**src/rtl/tiny16_bus_arbiter.sv**
```systemverilog
// Round-robin arbiter sharing the tiny16 memory/IO bus between NUM_MASTERS requesters.
// Optional bus watchdog enabled by defining BUS_TIMEOUT_EN.
module tiny16_bus_arbiter #(
  parameter int unsigned NUM_MASTERS    = 2,
  parameter int unsigned TIMEOUT_CYCLES = 255
) (
  input  logic                        clk,
  input  logic                        reset,
  input  logic [NUM_MASTERS-1:0]      m_valid,
  input  logic [NUM_MASTERS-1:0]      m_nwr,
  input  logic [16*NUM_MASTERS-1:0]   m_address,
  input  logic [16*NUM_MASTERS-1:0]   m_data_out,
  output logic [15:0]                 m_data_in,
  output logic [NUM_MASTERS-1:0]      m_ready,
  output logic                        s_valid,
  output logic                        s_nwr,
  output logic [15:0]                 s_address,
  output logic [15:0]                 s_data_out,
  input  logic [15:0]                 s_data_in,
  input  logic                        s_ready,
  output logic [NUM_MASTERS-1:0]      grant,
  output logic                        busy,
  output logic                        timeout
);

  localparam int unsigned NM    = NUM_MASTERS;
  localparam int unsigned DW    = 16;
  localparam int unsigned PTR_W = (NM > 1) ? $clog2(NM) : 1;

  localparam logic [1:0] ST_IDLE    = 2'd0;
  localparam logic [1:0] ST_OWNED   = 2'd1;
  localparam logic [1:0] ST_RELEASE = 2'd2;
`ifdef BUS_TIMEOUT_EN
  localparam logic [1:0] ST_TIMEOUT = 2'd3;
  localparam int unsigned CNT_W = (TIMEOUT_CYCLES > 1) ? $clog2(TIMEOUT_CYCLES + 1) : 1;
  localparam logic [CNT_W-1:0] CNT_LAST = (TIMEOUT_CYCLES > 0) ? CNT_W'(TIMEOUT_CYCLES - 1) : '0;
`endif

  logic [1:0]       r_state,  w_state_nxt;
  logic [NM-1:0]    r_grant,  w_grant_nxt;
  logic [PTR_W-1:0] r_owner,  w_owner_nxt;
  logic [PTR_W-1:0] r_rr_ptr, w_rr_nxt;
`ifdef BUS_TIMEOUT_EN
  logic [CNT_W-1:0] r_cnt,    w_cnt_nxt;
`else
  logic [31:0]      w_unused_timeout_cfg;
  assign w_unused_timeout_cfg = 32'(TIMEOUT_CYCLES);
`endif

  logic             w_found;
  logic [PTR_W-1:0] w_pick;
  logic [PTR_W:0]   w_idx;
  logic [PTR_W-1:0] w_rr_adv;
  logic [DW-1:0]    w_addr [NM];
  logic [DW-1:0]    w_wdata[NM];

  // Unflatten the per-master address/data buses
  for (genvar g = 0; g < NM; g++) begin : g_unpack
    assign w_addr[g]  = m_address[DW*g +: DW];
    assign w_wdata[g] = m_data_out[DW*g +: DW];
  end

  // First requester at or after rr_ptr, wrapping at NUM_MASTERS-1
  always_comb begin
    w_found = 1'b0;
    w_pick  = '0;
    w_idx   = '0;
    for (int unsigned i = 0; i < NM; i++) begin
      w_idx = (PTR_W+1)'(r_rr_ptr) + (PTR_W+1)'(i);
      if (w_idx > (PTR_W+1)'(NM - 1)) begin
        w_idx = w_idx - (PTR_W+1)'(NM);
      end
      if (!w_found && m_valid[w_idx[PTR_W-1:0]]) begin
        w_found = 1'b1;
        w_pick  = w_idx[PTR_W-1:0];
      end
    end
  end

  assign w_rr_adv = (r_owner == PTR_W'(NM - 1)) ? '0 : r_owner + PTR_W'(1);

  always_ff @(posedge clk or posedge reset) begin
    if (reset) begin
      r_state  <= ST_IDLE;
      r_grant  <= '0;
      r_owner  <= '0;
      r_rr_ptr <= '0;
`ifdef BUS_TIMEOUT_EN
      r_cnt    <= '0;
`endif
    end else begin
      r_state  <= w_state_nxt;
      r_grant  <= w_grant_nxt;
      r_owner  <= w_owner_nxt;
      r_rr_ptr <= w_rr_nxt;
`ifdef BUS_TIMEOUT_EN
      r_cnt    <= w_cnt_nxt;
`endif
    end
  end

  always_comb begin
    w_state_nxt = r_state;
    w_grant_nxt = r_grant;
    w_owner_nxt = r_owner;
    w_rr_nxt    = r_rr_ptr;
`ifdef BUS_TIMEOUT_EN
    w_cnt_nxt   = '0;
`endif
    case (r_state)
      ST_IDLE: begin
        if (w_found) begin
          w_state_nxt = ST_OWNED;
          w_grant_nxt = NM'(1) << w_pick;
          w_owner_nxt = w_pick;
        end
      end
      ST_OWNED: begin
        if (!m_valid[r_owner]) begin
          w_state_nxt = ST_RELEASE;
          w_grant_nxt = '0;
          w_rr_nxt    = w_rr_adv;
        end
`ifdef BUS_TIMEOUT_EN
        // Stalled cycle: request is up (owner still valid) but slave not ready
        else if (!s_ready) begin
          if (r_cnt >= CNT_LAST) begin
            w_state_nxt = ST_TIMEOUT;
          end else begin
            w_cnt_nxt = r_cnt + CNT_W'(1);
          end
        end
`endif
      end
      ST_RELEASE: begin
        w_state_nxt = ST_IDLE;
      end
`ifdef BUS_TIMEOUT_EN
      ST_TIMEOUT: begin
        if (!m_valid[r_owner]) begin
          w_state_nxt = ST_RELEASE;
          w_grant_nxt = '0;
          w_rr_nxt    = w_rr_adv;
        end
      end
`endif
      default: begin
        w_state_nxt = ST_IDLE;
        w_grant_nxt = '0;
      end
    endcase
  end

  // Bus forwarding from the owner; everything idles low outside ownership
  always_comb begin
    s_valid    = 1'b0;
    s_nwr      = 1'b0;
    s_address  = '0;
    s_data_out = '0;
    m_ready    = '0;
    m_data_in  = s_data_in;
    busy       = 1'b0;
    timeout    = 1'b0;
    case (r_state)
      ST_OWNED: begin
        s_valid          = m_valid[r_owner];
        s_nwr            = m_nwr[r_owner];
        s_address        = w_addr[r_owner];
        s_data_out       = w_wdata[r_owner];
        m_ready[r_owner] = s_ready;
        busy             = 1'b1;
      end
`ifdef BUS_TIMEOUT_EN
      ST_TIMEOUT: begin
        s_nwr            = m_nwr[r_owner];
        s_address        = w_addr[r_owner];
        s_data_out       = w_wdata[r_owner];
        m_ready[r_owner] = 1'b1;
        m_data_in        = 16'hFFFF;
        busy             = 1'b1;
        timeout          = 1'b1;
      end
`endif
      default: ;
    endcase
  end

  assign grant = r_grant;

endmodule

```
**config.mk**
```make
export PLATFORM = sky130hd
export DESIGN_NAME = tiny16_bus_arbiter
export DESIGN_NICKNAME = d
export VERILOG_FILES = /design/src/rtl/tiny16_bus_arbiter.sv
export SDC_FILE = /design/constraint.sdc
export NUM_CORES = 1
export LEC_CHECK = 0
export CAP_MARGIN = 30
export CELL_PAD_IN_SITES_DETAIL_PLACEMENT = 1
export CELL_PAD_IN_SITES_GLOBAL_PLACEMENT = 1
export CORE_ASPECT_RATIO = 0.5
export CORE_UTILIZATION = 37
export CTS_CLUSTER_DIAMETER = 200
export DETAILED_ROUTE_END_ITERATION = 12
export DONT_BUFFER_PORTS = 1
export GPL_TIMING_DRIVEN = 0
export PLACE_DENSITY = 0.78
export SYNTH_ARGS = -nofsm -noshare
export SYNTH_HDL_FRONTEND = slang
export SYNTH_SLANG_ARGS = --single-unit
```
**constraint.sdc**
```tcl
create_clock -name clk -period 1.8 [get_ports clk]
set_input_delay 0.54 -clock clk [delete_from_list [all_inputs] [get_ports clk]]
set_output_delay 0.54 -clock clk [all_outputs]
set_load 0.05 [all_outputs]
```
==> Yosys cells after proc, flatten, opt, wreduce, memory -nomap -nowiden <==
Cells that the tools add are included.
{ "op_classes": {"addsub": 4, "magnitude_cmp": 7, "n_eq_ne": 4, "shift": 1, "n_mux": 35, "n_bitwise": 4, "reduce_logical": 8} }
{ "ops": {"columns": ["op", "count"], "rows": [
  ["$mux W16", 8],
  ["$mux W1", 19],
  ["$mux W2", 5],
  ["$lt A1 B2 Y1 const B", 3],
  ["$pmux W2 S3", 1],
  ["$reduce_and A2 Y1", 3],
  ["$ne A2 B2 Y1 const B", 2],
  ["$pmux W2 S2", 1],
  ["$reduce_and A3 Y1", 1],
  ["$add A1 B1 Y2 const B", 1],
  ["$and A2 B2 Y2", 1],
  ["$eq A2 B1 Y1 const B", 1],
  ["$eq A2 B2 Y1 const B", 1],
  ["$ge A2 B2 Y1 const B", 1],
  ["$gt A2 B1 Y1 const B", 1],
  ["$logic_and A1 B1 Y1", 2],
  ["$logic_not A2 Y1", 1],
  ["$not A1 Y1", 2],
  ["$not A1 Y2", 1],
  ["$shl A1 B1 Y2 const A", 1],
  ["$sub A1 B1 Y1 const B", 2],
  ["$add A1 B1 Y1 const B", 1],
  ["$demux W1 S1", 1],
  ["$ge A1 B1 Y1 const B", 1],
  ["other kinds (2)", 2]
]} }
{ "totals": {"reg_bits": 6, "input_bits": 87, "output_inout_bits": 56} }

==> Depth between registers and ports, before layout <==
{ "depth": {"ltp_word": 11, "mapped_depth": 5} }

==> Worst setup path before layout <==
OpenSTA, ideal clock, no wires.
{ "synth_path": {"path_kind": "reg-to-output", "startpoint": "register r_state[1]", "endpoint": "output port m_ready[0]", "arrival_time_ps": 1596, "t_required_ps": 1260, "path_slack_ps": -336, "stages_incl_launch_ff": 6, "path_buffers": 1, "path_cell_list": "dfrtp_1 > nand2b_1 > buf_2 > inv_2 > nand2_1 > nor2_1"} }
{ "synth_between": {"elab_chain_cells": 2} }
{ "synth_lines": {"columns": ["element", "line", "source"], "rows": [
  ["start: declaration", "39", "logic [1:0] r_state, w_state_nxt;"],
  ["start signal: assignment", "92", "r_state <= w_state_nxt;"],
  ["$eq A2 B1 Y1", "164", "case (r_state)"],
  ["$mux W2", "164", null],
  ["end: declaration", "14", "output logic [NUM_MASTERS-1:0] m_ready,"]
]} }
Every way passes these cells.

==> Worst setup path in the final report <==
{ "layout_path": {"startpoint": "register r_owner", "endpoint": "output port s_address[6]"} }
{ "layout_between": {"elab_chain_cells": 5} }
{ "layout_lines": {"columns": ["element", "line", "source"], "rows": [
  ["start: declaration", "41", "logic [PTR_W-1:0] r_owner, w_owner_nxt;"],
  ["start signal: assignment", "94", "r_owner <= w_owner_nxt;"],
  ["$not A1 Y2 (implied by the code)", "168", "s_address = w_addr[r_owner];"],
  ["$mux W16 (implied by the code) (3 in a row)", "168", null],
  ["$mux W16", "164", null],
  ["end: declaration", "17", "output logic [15:0] s_address,"]
]} }
Every way passes these cells. The select of a mux whose other input is x is not followed.

==> results.py <==
metrics = {
    "layout": {
        "fin_nets": 224,
        "finalNonFillerCells": 170,
        "diodes": 0,
        "drive_above_1_share_pct": 65.19,
        "area_growth_pct": 60.21,
        "mostFrequentLayoutCell": "nor2_4",
        "layout_common_cells": "nor2_4, mux2i_1, buf_4, mux2i_2",
        "postLayoutCellArea_um2": 1551,
    },
    "critical_path": {
        "worst_ep_required_time_ns": 1.26,
        "critPathArrivalTime_ns": 1.42,
        "reg2reg_depth": 4,
        "reg2reg_from": "r_owner",
        "worstPathMaxFanout": 10,
        "reg2reg_to": "grant[0]",
        "worst_setup_path_end_kind": "output pin",
        "ff2ff_setup_slack_ns": 0.39,
        "critPathLaunchType": "flip-flop",
        "critical_path_class": "reg -> out",
    },
    "die": {
        "boundaryPins": 143,
        "dieArea_um2": 2838,
        "num_rows": 12,
        "die-height_um": 38.18,
        "fp.coreArea_um2": 2342,
        "initial_core_util_pct": 41.35,
        "chipWidth_um": 74.35,
    },
    "pwr": {
        "p_leak_nw": 0.6889,
        "p_per_area_nw_per_um2": 2783,
        "vdd_drop_max_v": 0.001199,
    },
    "drt": {
        "num_vias": 952,
        "drcViolationCount": 0,
        "drt_wl_total_mm": 3.652,
        "wl_per_cell_um": 21.48,
        "first_pass_iters": 2,
        "ant_nets": 0,
        "routed_via_density": 5.600,
        "first_iter_violations": 12,
    },
    "sta": {
        "fmax_ghz": 0.5112,
        "finalSetupViolCount": 35,
        "skew_ns": 0.002086,
        "rsz0062_at_grt": "yes",
        "period_share_pct": 108.7,
        "layout_setup_ws_ns": -0.1560,
        "slew_viol_final": 0,
        "hold_viol_final": 0,
        "period_needed_ns": 1.956,
        "whs_ns": 0.1243,
    },
    "place": {
        "post-place-cells": 156,
        "place.gp.congestion": 0.7417,
        "place_ws_ns": -0.3463,
        "io_buffers": 0,
        "placed_cell_area_um2": 1016,
        "dp_hpwl_mm": 2.160,
    },
    "global_routing": {
        "grt_usage_pct": 20.00,
        "grt_pass1_vias": 813,
        "grt.overflow.total": 0,
        "grt_max_degree": 11,
        "grt_pass1_wl_mm": 4.160,
        "antenna_found_initial": 0,
    },
    "yosys": {
        "ys_seq_elements": 6,
        "ys_types": 23,
        "syn-num-nets": 208,
        "yosysSeqAreaShare_pct": 15.50,
        "yosysWarnings": 0,
        "avgSynthCellArea_um2": 8.004,
        "synth_area_um2": 968.4,
        "synth_cells": 121,
    },
    "clock_tree": {
        "cts_hold_buf": 0,
        "htreeDepth": 1,
        "cts_buffer_depth": 2,
        "cts_tree": "built",
        "clock_sinks": 6,
        "clk_pin_slew_ns": 0.04,
        "ctsRootBufferMaster": "clkbuf_8",
        "numCtsBuffers": 3,
        "worstSkewPairLatency_ns": 0.22,
    },
    "hold_path": {
        "hold_class": "in -> async",
    },
    "job": {
        "cap_viol_max_count": 0,
    },
    "status": {
        "violations": "setup timing",
        "outcome": "complete, but fails checks",
    },
}
cell usage after synthesis:
| cell | count | share of area, % |
|---|---|---|
| o21ba_2 | 1 | 1.0 |
| o21ai_0 | 1 | 0.52 |
| o22ai_1 | 1 | 0.65 |
| buf_12 | 3 | 6.2 |
| a21boi_0 | 1 | 0.78 |
| and3_1 | 1 | 0.65 |
| buf_4 | 17 | 13 |
| o21ai_1 | 1 | 0.52 |
| nand2b_1 | 2 | 1.3 |
| a21oi_1 | 2 | 1.0 |
| buf_6 | 1 | 1.2 |
| nor2_1 | 36 | 14 |
| inv_1 | 2 | 0.78 |
| a32o_2 | 2 | 2.3 |
| mux2i_2 | 1 | 1.4 |
| inv_2 | 1 | 0.39 |
| mux2i_1 | 33 | 34 |
| buf_2 | 4 | 2.1 |
| and2_1 | 1 | 0.65 |
| nand2_1 | 2 | 0.78 |
| dfrtp_1 | 6 | 16 |
| conb_1 | 1 | 0.39 |
| a31oi_1 | 1 | 0.65 |
flip-flops by register name (all words and copies together) (netlist names):
signal    cells
grant         2
r_owner       1
r_rr_ptr      1
r_state       2
stage by stage:
stage / util, % / total power, mW / TNS (ns)
floorplan: - / 2.682 / -6.907
global placement: 43.38 / 2.838 / -10.34
detailed placement: 43.38 / 2.871 / -10.59
global route: 66.24 / 4.460 / -5.505
finish: 66.24 / 4.318 / -3.942
CTS: 62.07 / 4.005 / -3.919
area by class of cell:
| class | instances | area [µm²] |
|---|---|---|
| well taps | 35 | 43.79 |
| inverters | 3 | 27.53 |
| repair buffers | 11 | 105.1 |
| fillers | 258 | 790.8 |
| multi-input cells | 87 | 893.4 |
| plain buffers | 25 | 290.3 |
| flip-flops and latches | 6 | 150.1 |
| clock buffers | 3 | 41.29 |
worst max path at each step:
| stage | to | from | cells past startpoint | slack (ns) |
|---|---|---|---|---|
| 5_1_grt | s_address[6] | r_owner | 4 | -0.19 |
| 6_report | s_address[6] | r_owner | 4 | -0.16 |
| 2_1_floorplan | s_address[0] | r_state[1] | 4 | -0.22 |
| 3_3_place_gp | s_data_out[13] | r_state[1] | 4 | -0.34 |
| 3_5_place_dp | s_data_out[13] | r_state[1] | 4 | -0.35 |
| 4_1_cts | s_data_out[13] | r_owner | 4 | -0.15 |
logic make-up (layout without fill, tap and decap cells):
family	after synthesis	count (layout)	share of synthesized area (%)
simple gates	42	42	17.31
flops	6	6	15.50
mux	34	34	35.53
compound gates	10	10	7.494
other cells	1	1	0.3872
buf+inv	28	42	23.77
where the power goes:
| part | switching, mW | internal [mW] | total, mW |
|---|---|---|---|
| clock network | 0.0616 | 0.144 | 0.206 |
| registers | 0.132 | 0.197 | 0.328 |
| logic | 2.53 | 1.25 | 3.78 |
| total | 2.72 | 1.59 | 4.32 |
what timing repair did:
item	in CTS	in global routing
setup endpoints to repair	36	36
gates cloned	1	1
pin swaps	33	18
endpoints found under the hold margin	0	0
gates resized for setup	94	10
buffers inserted	5	4
critical path: stages (launching register included):
cell and delay [ns]:
dfrtp_1 0.39, buf_8 0.16, buf_12 0.15, mux2i_2 0.18, nor2_4 0.31
layer usage:
layer / global-route usage [%] / wire length, µm / up-vias
met4: 6.604 / 100 / 0
met1: 21.48 / 1212 / 454
met3: 5.263 / 313 / 10
met5: 0 / 0 / -
li1: - / - / 422
met2: 39.09 / 2026 / 66
(Power assumes the default switching activity.)
